--- config.mk ---
export PLATFORM = sky130hd
export DESIGN_NAME = csr_arbiter
export DESIGN_NICKNAME = d
export VERILOG_FILES = /design/src/rtl/csr_arb_pkg.sv /design/src/rtl/csr_arb_id_fifo.sv /design/src/rtl/csr_arbiter.sv
export SDC_FILE = /design/constraint.sdc
export NUM_CORES = 1
export LEC_CHECK = 0
export CAP_MARGIN = 20
export CORE_AREA = 2 2 117 119
export DETAILED_ROUTE_END_ITERATION = 6
export DIE_AREA = 0 0 119 121
export PLACE_DENSITY_LB_ADDON = 0.08
export SLEW_MARGIN = 20
export SYNTH_ARGS = -nofsm -noshare
export SYNTH_HDL_FRONTEND = slang
export SYNTH_SLANG_ARGS = --single-unit
--- constraint.sdc ---
create_clock -name clk_i -period 2.96 [get_ports clk_i]
set_clock_uncertainty 0.05 [all_clocks]
set_input_delay 0.444 -clock clk_i [delete_from_list [all_inputs] [get_ports clk_i]]
set_output_delay 0.444 -clock clk_i [all_outputs]
set_load 0.01 [all_outputs]
--- src/rtl/csr_arb_pkg.sv ---
// csr_arb_pkg: shared types and defaults for the CSR port arbiter.
// Requester IDs double as the 1-bit entries of the response-owner FIFO.
package csr_arb_pkg;

    typedef enum logic {
        REQ_A = 1'b0,
        REQ_B = 1'b1
    } csr_req_id_e;

    localparam int unsigned MaxOutstandingDef = 4;

endpackage

--- src/rtl/csr_arb_id_fifo.sv ---
// csr_arb_id_fifo: in-order FIFO of requester IDs for outstanding reads.
// Depth must be a power of two so the pointers wrap for free.
module csr_arb_id_fifo
    import csr_arb_pkg::*;
#(
    parameter int unsigned Depth    = MaxOutstandingDef,
    parameter int unsigned CntWidth = $clog2(Depth) + 1
) (
    input  logic                clk_i,
    input  logic                rst_ni,
    input  logic                push_i,
    input  csr_req_id_e         id_i,
    input  logic                pop_i,
    output csr_req_id_e         head_o,
    output logic                full_o,
    output logic                empty_o,
    output logic [CntWidth-1:0] count_o
);

    localparam int unsigned PtrWidth = $clog2(Depth);

    logic [Depth-1:0]    mem_q;
    logic [PtrWidth-1:0] wr_ptr_q;
    logic [PtrWidth-1:0] rd_ptr_q;
    logic [CntWidth-1:0] count_q;
    logic [CntWidth-1:0] count_d;
    logic                do_push;
    logic                do_pop;

    assign full_o  = (count_q == CntWidth'(Depth));
    assign empty_o = (count_q == '0);
    assign count_o = count_q;
    assign head_o  = csr_req_id_e'(mem_q[rd_ptr_q]);

    // Qualify push/pop; a pop frees room for a push when full.
    always_comb begin
        do_push = push_i & (~full_o | pop_i);
        do_pop  = pop_i & ~empty_o;
        count_d = count_q;
        if (do_push & ~do_pop) begin
            count_d = count_q + CntWidth'(1);
        end else if (do_pop & ~do_push) begin
            count_d = count_q - CntWidth'(1);
        end
    end

    // Storage, pointers and occupancy.
    always_ff @(posedge clk_i or negedge rst_ni) begin
        if (!rst_ni) begin
            mem_q    <= '0;
            wr_ptr_q <= '0;
            rd_ptr_q <= '0;
            count_q  <= '0;
        end else begin
            if (do_push) begin
                mem_q[wr_ptr_q] <= id_i;
                wr_ptr_q        <= wr_ptr_q + PtrWidth'(1);
            end
            if (do_pop) begin
                rd_ptr_q <= rd_ptr_q + PtrWidth'(1);
            end
            count_q <= count_d;
        end
    end

endmodule

--- src/rtl/csr_arbiter.sv ---
// csr_arbiter: round-robin share of one CSR port between host (A) and
// loader (B); read responses routed back in order via an ID FIFO.
module csr_arbiter
    import csr_arb_pkg::*;
#(
    parameter int unsigned  CsrDataWidth   = 32,
    parameter int unsigned  CsrAddrWidth   = 32,
    parameter int unsigned  MaxOutstanding = MaxOutstandingDef,
    localparam int unsigned CntWidth       = $clog2(MaxOutstanding) + 1
) (
    input  logic                    clk_i,
    input  logic                    rst_ni,
    input  logic [CsrDataWidth-1:0] a_req_data_i,
    input  logic [CsrAddrWidth-1:0] a_req_addr_i,
    input  logic                    a_req_write_i,
    input  logic                    a_req_valid_i,
    output logic                    a_req_ready_o,
    output logic [CsrDataWidth-1:0] a_rsp_data_o,
    output logic                    a_rsp_valid_o,
    input  logic                    a_rsp_ready_i,
    input  logic [CsrDataWidth-1:0] b_req_data_i,
    input  logic [CsrAddrWidth-1:0] b_req_addr_i,
    input  logic                    b_req_write_i,
    input  logic                    b_req_valid_i,
    output logic                    b_req_ready_o,
    output logic [CsrDataWidth-1:0] b_rsp_data_o,
    output logic                    b_rsp_valid_o,
    input  logic                    b_rsp_ready_i,
    output logic [CsrDataWidth-1:0] csr_req_data_o,
    output logic [CsrAddrWidth-1:0] csr_req_addr_o,
    output logic                    csr_req_write_o,
    output logic                    csr_req_valid_o,
    input  logic                    csr_req_ready_i,
    input  logic [CsrDataWidth-1:0] csr_rsp_data_i,
    input  logic                    csr_rsp_valid_i,
    output logic                    csr_rsp_ready_o,
    output logic                    arb_full_o
);

    csr_req_id_e         ptr_q;
    csr_req_id_e         ptr_d;
    csr_req_id_e         sel_id;
    csr_req_id_e         own_id;
    csr_req_id_e         fifo_head;
    logic                a_elig;
    logic                b_elig;
    logic                sel_vld;
    logic                accept;
    logic                acc_read;
    logic                own_vld;
    logic                rsp_hs;
    logic                push;
    logic                pop;
    logic                fifo_full;
    logic                fifo_empty;
    logic [CntWidth-1:0] fifo_cnt;

    assign arb_full_o = (fifo_cnt == CntWidth'(MaxOutstanding));

    // Eligibility, grant and downstream request mux; reset forces all idle.
    always_comb begin
        a_elig = rst_ni & a_req_valid_i & (a_req_write_i | ~fifo_full);
        b_elig = rst_ni & b_req_valid_i & (b_req_write_i | ~fifo_full);
        sel_vld = a_elig | b_elig;
        sel_id  = REQ_A;
        if (a_elig & b_elig) begin
            sel_id = ptr_q;
        end else if (b_elig) begin
            sel_id = REQ_B;
        end
        csr_req_valid_o = sel_vld;
        csr_req_data_o  = '0;
        csr_req_addr_o  = '0;
        csr_req_write_o = 1'b0;
        a_req_ready_o   = 1'b0;
        b_req_ready_o   = 1'b0;
        if (sel_vld) begin
            unique case (sel_id)
                REQ_A: begin
                    csr_req_data_o  = a_req_data_i;
                    csr_req_addr_o  = a_req_addr_i;
                    csr_req_write_o = a_req_write_i;
                    a_req_ready_o   = csr_req_ready_i;
                end
                REQ_B: begin
                    csr_req_data_o  = b_req_data_i;
                    csr_req_addr_o  = b_req_addr_i;
                    csr_req_write_o = b_req_write_i;
                    b_req_ready_o   = csr_req_ready_i;
                end
            endcase
        end
        accept   = sel_vld & csr_req_ready_i;
        acc_read = accept & ~csr_req_write_o;
        ptr_d    = ptr_q;
        if (accept) begin
            ptr_d = (sel_id == REQ_A) ? REQ_B : REQ_A;
        end
    end

    // Response owner: FIFO head, else a read accepted this very cycle.
    always_comb begin
        own_vld         = ~fifo_empty | acc_read;
        own_id          = fifo_empty ? sel_id : fifo_head;
        a_rsp_valid_o   = 1'b0;
        a_rsp_data_o    = '0;
        b_rsp_valid_o   = 1'b0;
        b_rsp_data_o    = '0;
        csr_rsp_ready_o = 1'b0;
        if (own_vld) begin
            unique case (own_id)
                REQ_A: begin
                    a_rsp_valid_o   = csr_rsp_valid_i;
                    a_rsp_data_o    = csr_rsp_data_i;
                    csr_rsp_ready_o = a_rsp_ready_i;
                end
                REQ_B: begin
                    b_rsp_valid_o   = csr_rsp_valid_i;
                    b_rsp_data_o    = csr_rsp_data_i;
                    csr_rsp_ready_o = b_rsp_ready_i;
                end
            endcase
        end
        rsp_hs = csr_rsp_valid_i & csr_rsp_ready_o;
        push   = acc_read & ~(fifo_empty & rsp_hs);
        pop    = rsp_hs & ~fifo_empty;
    end

    // Round-robin priority pointer.
    always_ff @(posedge clk_i or negedge rst_ni) begin
        if (!rst_ni) begin
            ptr_q <= REQ_A;
        end else begin
            ptr_q <= ptr_d;
        end
    end

    csr_arb_id_fifo #(
        .Depth(MaxOutstanding)
    ) u_id_fifo (
        .clk_i  (clk_i),
        .rst_ni (rst_ni),
        .push_i (push),
        .id_i   (sel_id),
        .pop_i  (pop),
        .head_o (fifo_head),
        .full_o (fifo_full),
        .empty_o(fifo_empty),
        .count_o(fifo_cnt)
    );

    // A downstream response with nobody waiting for it is a protocol error.
    a_rsp_has_owner : assert property (
        @(posedge clk_i) disable iff (!rst_ni) csr_rsp_valid_i |-> own_vld
    );

endmodule

==> impl_metrics.yaml <==
worst_setup_path:
  critical_path_arrival_ns: 2.54
  path_class: "reg2out"
  crit_fanout: 9
  cp.required_ns: 2.47
  start_kind: "register"
  end_kind: "primary output"
place:
  place_hpwl_mm: 11.84
  dpl.cell_count: 856
  portBuffers: 305
  place_congestion: 0.8276
clock_network:
  numCtsBuffers: 3
  clock_latency_ns: 0.24
  ctsRootBufferMaster: "clkbuf_16"
  cts_tree: "yes"
  path_clk_slew_ns: 0.04
  htree_levels: 1
  cts_max_path_buffers: 2
  cts_sinks: 12
power:
  p_leak_nw: 2.595
  ir_drop_v: 0.0004425
  powerDensity_mw_per_mm2: 712.1
  p_total_mw: 4.203
die:
  coreArea_mm2: 0.01309
  die_h_um: 121
  dieWidth_um: 119
  ios: 306
  rows: 42
  start_util_pct: 16.89
  dieArea_mm2: 0.01440
logic_synthesis:
  synth_cell_types: 44
  synth-edff-count: 0
  ys.flop_type: "dfrtp_1"
  synth_area_per_cell_um2: 5.956
  syn-num-nets: 547
  syn_inst: 371
  yosysWarnings: 0
  yosysSeqAreaShare_pct: 13.59
  synth_area_mm2: 0.002210
  async_reset_ff_share_pct: 100.0
  ys_seq_elements: 12
layout:
  drive_gt1_share_pct: 26.31
  final_cells: 883
  syn_to_final_growth_pct: 167.1
  antennaDiodeCount: 0
  fin_nets: 884
  fillers: 1383
sta:
  rsz0062_at_grt: "true"
  drv_slew: 0
  fin_ws_ns: -0.07018
  period_needed_ns: 3.030
  max_slew_margin_pct: 67.33
  tightest_slew_ns: 0.4863
  setup_viol: 11
  max_freq_ghz: 0.3300
  fin_crit_sh_pct: 102.4
  hold_violations: 0
global_routing:
  grt_use_total_pct: 19.35
  busiest_layer: "met2"
  met1_usage_pct: 22.09
  grt_pass1_wl_mm: 21.81
  antenna_found_initial: 0
  grt.met2_usage_pct: 35.96
  grt_start_max_net_pins: 40
  grt_pass1_vias: 3646
  grt_use_met3_pct: 4.934
  overflow: 0
detailed_routing:
  postRouteWirelength_mm: 15.51
  antenna_left: 0
  drt_iter0_markers: 157
  drt-wirelength-per-cell_um: 17.56
  num_vias: 3734
  drt_pass1_iterations: 4
  routed_via_density: 4.229
  drc: 0
flow_run:
  cap_violations: 0
run_status:
  violations: "negative setup slack"
  status: "finished with violations"
worst_hold_path:
  hold_class: "in2async"
==> cells in the final DEF, fill, tap and decap left out, types with 4 or more instances in the layout <==
master / n
clkdlybuf4s50_1: 168
nand2_1: 133
clkbuf_2: 70
o21ai_0: 64
and2_1: 60
buf_4: 31
dlygate4sd2_1: 21
clkdlybuf4s15_1: 17
clkdlybuf4s15_2: 13
buf_2: 12
dfrtp_1: 12
buf_6: 10
and2_4: 8
buf_16: 7
clkbuf_16: 6
buf_12: 6
inv_1: 4
ha_1: 4
==> cells in the mapped netlist (all sizes together), types with 2 or more instances <==
master	instances	area share, %
nand3	3	0.68
xor2	3	1.2
nand3b	3	1.0
ha	5	2.8
inv	5	0.85
a32o	3	1.4
and2	68	19
clkbuf	24	4.2
o21ai	66	15
nor2	4	0.79
nor3b	2	0.68
nand2	134	23
nor3	2	0.45
xnor2	3	1.2
dfrtp	12	14
nand2b	2	0.57
mux2	2	1.0
nor4b	2	0.79
a21oi	3	0.68
mux2i	4	1.8
buf	4	1.1
==> layer usage <==
| layer | vias up | part of all wire [%] |
|---|---|---|
| li1 | 1896 | - |
| met1 | 1686 | 38 |
| met2 | 134 | 53 |
| met3 | 18 | 7.5 |
| met4 | 0 | 2.1 |
| met5 | - | 0 |
==> area by class of cell <==
class | instances | area, µm² | area share, %
timing repair buffer | 360 | 3356 | 56.86
tap | 176 | 220.2 | 3.731
clock buffer | 4 | 88.84 | 1.505
sequential | 12 | 300.3 | 5.088
inverter | 5 | 18.77 | 0.3180
multi-input combinational | 326 | 1918 | 32.50
==> through the flow <==
step	util (%)	hold slack [ns]	instance area (µm²)	TNS, ns	setup WS, ns
floorplan	-	0.09841	2210	0	0.04266
global placement	43.56	0.4263	5699	-58.71	-0.4956
detailed placement	43.56	0.4296	5699	-59.02	-0.4887
CTS	45.83	0.2432	5997	-0.4545	-0.03436
global route	45.10	0.2525	5902	-1.964	-0.1175
finish	45.10	0.2386	5902	-0.4124	-0.07018
==> path summary, 6_finish.rpt <==
check | from | endpoint | slack [ns] | depth (start not counted)
setup reg to reg | u_id_fifo.count_o[1] | u_id_fifo.count_o[1] | -0.01 | 10
max in group asynchronous | rst_ni | u_id_fifo.mem_q[1] | 2.41 | 2
hold / removal | rst_ni | ptr_q | 0.24 | 2
setup / recovery | u_id_fifo.count_o[1] | b_rsp_data_o[18] | -0.07 | 9
min in group clk_i | u_id_fifo.mem_q[0] | u_id_fifo.mem_q[0] | 0.43 | 1
hold reg to reg | u_id_fifo.mem_q[0] | u_id_fifo.mem_q[0] | 0.43 | 1
==> where the power goes <==
group	total, mW	leakage, nW	internal, mW	switching, mW
clock network	0.271	0.0442	0.204	0.0674
logic	3.61	2.41	2.00	1.61
registers	0.324	0.143	0.246	0.0774
total	4.20	2.59	2.45	1.76
==> registers in the layout, summed over array words and instances, names as in the netlist <==
register	cells
u_id_fifo.count_o	3
u_id_fifo.rd_ptr_q	2
u_id_fifo.mem_q	4
ptr_q	1
u_id_fifo.wr_ptr_q	2
==> logic make-up after synthesis <==
group	after synthesis	synth area share [%]
AOI/OAI and AO/OA	82	21.35
xor gates and xnor gates	6	2.379
adders and majority gates	6	3.737
buffers and inverters	33	6.229
DFF	12	13.59
muxes	7	3.850
and+or+nand+nor	225	48.87
==> worst max-delay path, stage by stage, from the launching register on <==
cell             delay (ns)
dfrtp_1                0.41
or4b_4                 0.58
a211oi_4               0.28
buf_4                  0.17
nand2_4                0.05
o21ai_4                0.19
buf_6                  0.15
buf_16                 0.12
and2_1                 0.13
clkdlybuf4s15_2        0.22
==> what timing repair did <==
action / in CTS / in global routing
hold buffers: 0 / 0
hold endpoints to repair: 0 / 0
setup buffers: 6 / 10
pin swaps: 2 / 11
setup endpoints to repair: 136 / 102
gates cloned: 6 / 3
gates resized for setup: 232 / 216
Note: power is estimated with default switching activity, not from simulation.
